--- config.mk ---
export PLATFORM = sky130hd
export DESIGN_NAME = rgb_stream_arbiter
export DESIGN_NICKNAME = d
export VERILOG_FILES = /design/src/rtl/rgb_stream_arbiter.sv
export SDC_FILE = /design/constraint.sdc
export NUM_CORES = 1
export LEC_CHECK = 0
export BUFFER_PORTS_ARGS = -buffer_cell sky130_fd_sc_hd__buf_4
export CORE_MARGIN = 2
export CORE_UTILIZATION = 47
export DETAILED_ROUTE_END_ITERATION = 7
export PLACE_DENSITY_LB_ADDON = 0.12
export RECOVER_POWER = 25
export SYNTH_ARGS = -nofsm -noshare
export SYNTH_HDL_FRONTEND = slang
export SYNTH_SLANG_ARGS = --single-unit
--- constraint.sdc ---
create_clock -name clk -period 2.43 [get_ports clk]
set_input_delay 0.1215 -clock clk [delete_from_list [all_inputs] [get_ports clk]]
set_output_delay 0.1215 -clock clk [all_outputs]
set_load 0.1 [all_outputs]
--- src/rtl/rgb_stream_arbiter.sv ---
// Packet-aware round-robin arbiter that shares one registered RGB output stage between two
// valid/ready pixel requesters. Long packets are split into segments of at most MAX_BURST beats.
module rgb_stream_arbiter #(
  parameter int unsigned DATA_WIDTH = 8,
  parameter int unsigned MAX_BURST  = 16
) (
  input  logic                  clk,
  input  logic                  reset,

  input  logic [DATA_WIDTH-1:0] in0_r,
  input  logic [DATA_WIDTH-1:0] in0_g,
  input  logic [DATA_WIDTH-1:0] in0_b,
  input  logic                  in0_valid,
  input  logic                  in0_last,
  output logic                  in0_ready,

  input  logic [DATA_WIDTH-1:0] in1_r,
  input  logic [DATA_WIDTH-1:0] in1_g,
  input  logic [DATA_WIDTH-1:0] in1_b,
  input  logic                  in1_valid,
  input  logic                  in1_last,
  output logic                  in1_ready,

  output logic [DATA_WIDTH-1:0] out_r,
  output logic [DATA_WIDTH-1:0] out_g,
  output logic [DATA_WIDTH-1:0] out_b,
  output logic                  out_valid,
  output logic                  out_last,
  input  logic                  out_ready,

  output logic                  grant_idx,
  output logic                  locked
);

  localparam logic [7:0] BurstMax = 8'(MAX_BURST);

  typedef enum logic [0:0] {StIdle, StLocked} state_e;

  state_e                state_q;
  logic                  rr_q;
  logic                  grant_q;
  logic [7:0]            cnt_q;
  logic [DATA_WIDTH-1:0] out_r_q, out_g_q, out_b_q;
  logic                  out_valid_q, out_last_q;

  logic                  load;
  logic                  sel;
  logic                  cur;
  logic                  cur_valid;
  logic                  cur_last;
  logic [DATA_WIDTH-1:0] cur_r, cur_g, cur_b;
  logic                  xfer;
  logic [7:0]            cnt_next;
  logic                  seg_end;

  always_comb begin
    load = !out_valid_q || out_ready;

    // Idle selection: a lone valid requester wins, a tie goes to the one not served last.
    sel = !rr_q;
    if (in0_valid && !in1_valid) begin
      sel = 1'b0;
    end else if (!in0_valid && in1_valid) begin
      sel = 1'b1;
    end

    cur = (state_q == StLocked) ? grant_q : sel;

    cur_valid = cur ? in1_valid : in0_valid;
    cur_last  = cur ? in1_last  : in0_last;
    cur_r     = cur ? in1_r     : in0_r;
    cur_g     = cur ? in1_g     : in0_g;
    cur_b     = cur ? in1_b     : in0_b;

    in0_ready = load && !cur;
    in1_ready = load && cur;

    xfer = load && cur_valid;

    // Beats in the segment including the one transferring now.
    cnt_next = (state_q == StLocked) ? cnt_q + 8'd1 : 8'd1;
    seg_end  = cur_last || (cnt_next == BurstMax);
  end

  always_ff @(posedge clk or negedge reset) begin
    if (!reset) begin
      state_q     <= StIdle;
      rr_q        <= 1'b1;
      grant_q     <= 1'b0;
      cnt_q       <= 8'd0;
      out_r_q     <= '0;
      out_g_q     <= '0;
      out_b_q     <= '0;
      out_valid_q <= 1'b0;
      out_last_q  <= 1'b0;
    end else begin
      if (load) begin
        out_valid_q <= xfer;
        if (xfer) begin
          out_r_q    <= cur_r;
          out_g_q    <= cur_g;
          out_b_q    <= cur_b;
          out_last_q <= seg_end;
        end
      end

      if (xfer) begin
        grant_q <= cur;
        if (seg_end) begin
          state_q <= StIdle;
          rr_q    <= cur;
          cnt_q   <= 8'd0;
        end else begin
          state_q <= StLocked;
          cnt_q   <= cnt_next;
        end
      end
    end
  end

  assign out_r     = out_r_q;
  assign out_g     = out_g_q;
  assign out_b     = out_b_q;
  assign out_valid = out_valid_q;
  assign out_last  = out_last_q;
  assign grant_idx = grant_q;
  assign locked    = (state_q == StLocked);

endmodule

==> results of run 1 <==
-- through the flow --
step / worst slack (ns) / area, um^2 / utilization, % / std cells / hold slack [ns]
6_report: 0.251 / 2720 / 69.0 / 328 / 0.0940
5_1_grt: 0.140 / 2720 / 69.0 / 328 / 0.0902
4_1_cts: 0.251 / 2720 / 69.0 / 328 / 0.0852
3_5_place_dp: 0.255 / 2630 / 66.6 / 320 / 0.113
3_3_place_gp: 0.298 / 2630 / 66.6 / 320 / 0.112
2_1_floorplan: 0.0821 / 1910 / - / 192 / -0.174
-- sequential cells by signal, summed over array words and instances (netlist names), 8 cells and up --
name   count
out_r      8
out_b      8
out_g      8
cnt_q      8
-- path summary, 6_finish.rpt --
path / from / to / slack, ns
setup / recovery: cnt_q[0] / rr_q / 0.25
hold / removal: in1_last / rr_q / 0.09
setup reg to reg: cnt_q[0] / rr_q / 0.25
hold reg to reg: out_g[1] / out_g[1] / 0.48
max in group asynchronous: reset / locked / 1.31
min in group asynchronous: reset / grant_idx / 0.50
-- what timing repair did --
item / in CTS / in global routing
buffers inserted: 0 / 0
endpoints found under the hold margin: 36 / 0
hold buffers: 1 / 0
-- worst max-delay path, cell delays in order, from the launching register on --
cell and delay [ns]:
dfrtp_1 0.42, ha_1 0.22, or3_1 0.36, a211o_1 0.33, a2111oi_4 0.37, a31oi_1 0.14, a211o_1 0.28
-- cell usage after synthesis (2+ instances only) --
master	n
a211o_1	2
a21boi_0	3
a21o_1	3
a21oi_1	7
a22o_1	4
a31oi_1	3
and2_1	3
buf_2	8
clkbuf_1	2
dfrtp_1	36
inv_1	2
mux2i_1	25
nand2_1	32
nand2b_1	3
nand3_1	5
nor2_1	7
o21ai_0	29
xnor2_1	3
-- kinds of logic (layout without fill, tap and decap cells) --
group,after synthesis,count (layout),synth area share [%]
adders and majority gates,1,1,0.657
xor gates and xnor gates,3,3,1.38
AOI/OAI and AO/OA,60,60,20.9
buffers and inverters,12,98,2.89
DFF,37,37,48.7
and+or+nand+nor,54,54,12.3
muxes,25,25,13.1
-- cell type report --
cell class                 instances  area share, %
sequential                        37           34.1
clock buffer                       7           3.18
tap                               50           2.30
inverter                           2          0.276
timing repair buffer              89           25.0
multi-input combinational        143           35.1
-- per-layer routing --
metal / GRT usage [%] / up-vias
li1: - / 849
met1: 27.6 / 803
met2: 33.0 / 59
met3: 6.00 / 10
met4: 8.42 / 0
met5: 0 / -
==> impl_metrics.env, run 1 <==
export IMPL_status="complete, no violations"
export IMPL_nNetsFinal=334
export IMPL_cts_tree="done"
export IMPL_core_um2=3940
export IMPL_io_pins=85
export IMPL_tns_ns=0
export IMPL_worstMarginPinSlew_ns=0.904
export IMPL_area_growth_syn_to_layout_pct=42.9
export IMPL_met1_length_um=1860
export IMPL_endpoint_kind="flip-flop"
export IMPL_hold_depth=2
export IMPL_ys_warn_count=0
export IMPL_synth_main_ff_cell="dfrtp_1"
export IMPL_portBuffers=84
export IMPL_grt_max_degree=38
export IMPL_setup_violations=0
export IMPL_first_pass_iters=4
export IMPL_yosysUniqueCellTypes=33
export IMPL_skew_ns=0.00592
export IMPL_cts_root_buf="clkbuf_8"
export IMPL_worstPathRequired_ns=2.64
export IMPL_critPathLaunchType="flip-flop"
export IMPL_layout_area_seq_um2=928
export IMPL_drive_gt1_share_pct=37.1
export IMPL_die_y_um=67.6
export IMPL_rows=23
export IMPL_worst_r2r_path_depth=6
export IMPL_fin_crit_ns=2.18
export IMPL_ys_async_sr_fraction_pct=100
export IMPL_synth_edf_count=0
export IMPL_routed_wl_met2_um=2090
export IMPL_gp_congestion=0.857
export IMPL_cts_resized_gates=0
export IMPL_synth_area_top_cells="dfrtp_1, mux2i_1, o21ai_0"
export IMPL_final_cell_mix="buf_4, dfrtp_1, nand2_1, o21ai_0, mux2i_1"
export IMPL_top_layer_used="met4"
export IMPL_start_util_pct=48.3
export IMPL_diodes=0
export IMPL_grt_pass1_vias=1612
export IMPL_rsz0062_at_grt="no"
export IMPL_die_area_um2=4570
export IMPL_syn_avg_cell_area_um2=9.91
export IMPL_ys_seq_area_share_pct=48.7
export IMPL_synth_seq_cells=37
export IMPL_cap_violations=0
export IMPL_hold_class="in2reg"
export IMPL_slew_headroom_pct=39.7
export IMPL_antenna_found_initial=0
export IMPL_cts_sinks=37
export IMPL_drt_antenna_violating_nets=0
export IMPL_drc_errors=0
export IMPL_h_tree_depth=2
export IMPL_final_common_cell="buf_4"
export IMPL_multi_input_area_um2=953
export IMPL_slew_violations=0
export IMPL_fmax_mhz=459
export IMPL_netlist_instances=192
export IMPL_final_hold_viol_count=0
export IMPL_clk_latency_ns=0.28
export IMPL_cts_made_buffers=5
export IMPL_grt_pass1_wl_um=7220
export IMPL_critPathMaxFanout=5
export IMPL_wire_per_inst_um=13.3
export IMPL_synth_top_cell_area_share_pct=47.3
export IMPL_wirelength_um=4360
export IMPL_worstSetupPathType="reg2reg"
export IMPL_viasPerCell=5.25
export IMPL_syn_cell_area_um2=1900
export IMPL_drtIter0Drc=103
export IMPL_clk_pin_slew_ns=0.07
export IMPL_fin_crit_sh_pct=89.7
export IMPL_met3_length_um=323
export IMPL_syn_nets=248
export IMPL_vias=1721
export IMPL_clk_path_buf_depth=2
export IMPL_cp_arrival_ns=2.39
export IMPL_nFillCells=326
export IMPL_hpwl_um=3270
export IMPL_overflow=0
export IMPL_grt_usage_pct=21.1
export IMPL_yosys_area_top_type="dfrtp_1"
export IMPL_die_w_um=67.6
Power of run 1 is left out: the tool's default activity adds up to more than one toggle a clock period on the data nets, which glitch-free logic cannot reach.
==> run 2, diff against run 1 <==
--- a/config.mk
+++ b/config.mk
@@ -6,11 +6,12 @@
 export NUM_CORES = 1
 export LEC_CHECK = 0
 export BUFFER_PORTS_ARGS = -buffer_cell sky130_fd_sc_hd__buf_4
+export CORE_ASPECT_RATIO = 0.9
 export CORE_MARGIN = 2
 export CORE_UTILIZATION = 47
 export DETAILED_ROUTE_END_ITERATION = 7
+export GPL_ROUTABILITY_DRIVEN = 0
 export PLACE_DENSITY_LB_ADDON = 0.12
-export RECOVER_POWER = 25
 export SYNTH_ARGS = -nofsm -noshare
 export SYNTH_HDL_FRONTEND = slang
 export SYNTH_SLANG_ARGS = --single-unit
==> impl_metrics.env, run 2 (synthesis gave the netlist of run 1 again) <==
export IMPL_slew_violations=0
export IMPL_die_area_um2=4570
export IMPL_worstPathRequired_ns=2.31
export IMPL_start_util_pct=50.0
export IMPL_setup_ws_ns=0.148
export IMPL_tns_ns=0
export IMPL_clk_path_buf_depth=2
export IMPL_grt_max_degree=63
export IMPL_nFillCells=294
export IMPL_cap_violations=0
export IMPL_cts_tree="done"
export IMPL_drc_errors=0
export IMPL_viasPerCell=5.16
export IMPL_die_w_um=71.1
export IMPL_final_cell_mix="buf_4, dfrtp_1, nand2_1, o21ai_0, mux2i_1"
export IMPL_drive_gt1_share_pct=37.3
export IMPL_critPathMaxFanout=21
export IMPL_die_y_um=64.4
export IMPL_worstMarginPinSlew_ns=0.504
export IMPL_slew_headroom_pct=66.3
export IMPL_final_hold_viol_count=0
export IMPL_hold_class="in2reg"
export IMPL_drt_antenna_violating_nets=0
export IMPL_vias=1678
export IMPL_grt_usage_pct=20.5
export IMPL_drtIter0Drc=79
export IMPL_io_pins=85
export IMPL_wirelength_um=4280
export IMPL_nNetsFinal=334
export IMPL_area_growth_syn_to_layout_pct=43.1
export IMPL_rows=21
export IMPL_grt_pass1_vias=1651
export IMPL_fin_crit_sh_pct=93.9
export IMPL_fin_crit_ns=2.28
export IMPL_first_pass_iters=4
export IMPL_place_ws_ns=0.253
export IMPL_endpoint_kind="output port"
export IMPL_final_common_cell="buf_4"
export IMPL_clk_latency_ns=0.29
export IMPL_critPathLaunchType="flip-flop"
export IMPL_clk_pin_slew_ns=0.07
export IMPL_status="complete, no violations"
export IMPL_cts_made_buffers=5
export IMPL_rsz0062_at_grt="no"
export IMPL_h_tree_depth=2
export IMPL_diodes=0
export IMPL_multi_input_area_um2=953
export IMPL_setup_violations=0
export IMPL_grt_pass1_wl_um=7360
export IMPL_antenna_found_initial=0
export IMPL_fmax_mhz=438
export IMPL_worstSetupPathType="reg2out"
export IMPL_overflow=0
export IMPL_cts_root_buf="clkbuf_8"
export IMPL_wire_per_inst_um=13.2
export IMPL_portBuffers=84
export IMPL_core_um2=3810
export IMPL_cp_arrival_ns=2.16
export IMPL_timing_hold_ws_ns=0.0826
export IMPL_layout_area_seq_um2=928
export IMPL_hpwl_um=3160
export IMPL_skew_ns=0.00686
export IMPL_cts_sinks=37
export IMPL_fin_util_pct=71.5
[run 2: worst paths after layout]
path	start	endpoint	slack [ns]	depth (start not counted)
setup / recovery	rr_q	in0_ready	0.15	5
hold / removal	in1_last	rr_q	0.08	2
setup reg to reg	cnt_q[0]	rr_q	0.24	6
hold reg to reg	out_g[5]	out_g[5]	0.48	2
max in group asynchronous	reset	rr_q	1.77	2
min in group asynchronous	reset	out_g[7]	0.32	2
[run 2: area by class of cell]
cell class	instances	share of cell area [%]
clock inverter	1	0.276
inverter	2	0.276
sequential	37	34.1
clock buffer	7	3.17
timing repair buffer	89	25.1
multi-input combinational	143	35.0
tap	46	2.11
[run 2: critical path: stages (launching register included)]
cell and delay (ns):
dfstp_2 0.57, a21boi_0 0.16, o31ai_4 0.29, buf_4 0.37, and2_2 0.21, buf_4 0.28
[run 2: per-stage QoR]
stage,instance area [um^2],std cells
final,2720,325
after global routing,2720,325
after global placement,2620,316
after CTS,2720,325
after detailed placement,2620,316
after floorplan,1910,192
[run 2: repair_timing]
item / CTS / global route
resized for setup: 0 / 0
hold buffers: 1 / 0
buffers inserted: 0 / 0
hold endpoints to repair: 36 / 0
[run 2: metal layers]
metal | global-route usage (%) | share of wire [%] | up-vias
li1 | - | - | 854
met1 | 26.6 | 44 | 754
met2 | 32.9 | 48 | 63
met3 | 6.15 | 6.7 | 7
met4 | 6.37 | 1.4 | 0
met5 | 0 | 0 | -
Power of run 2 is left out for the same reason.
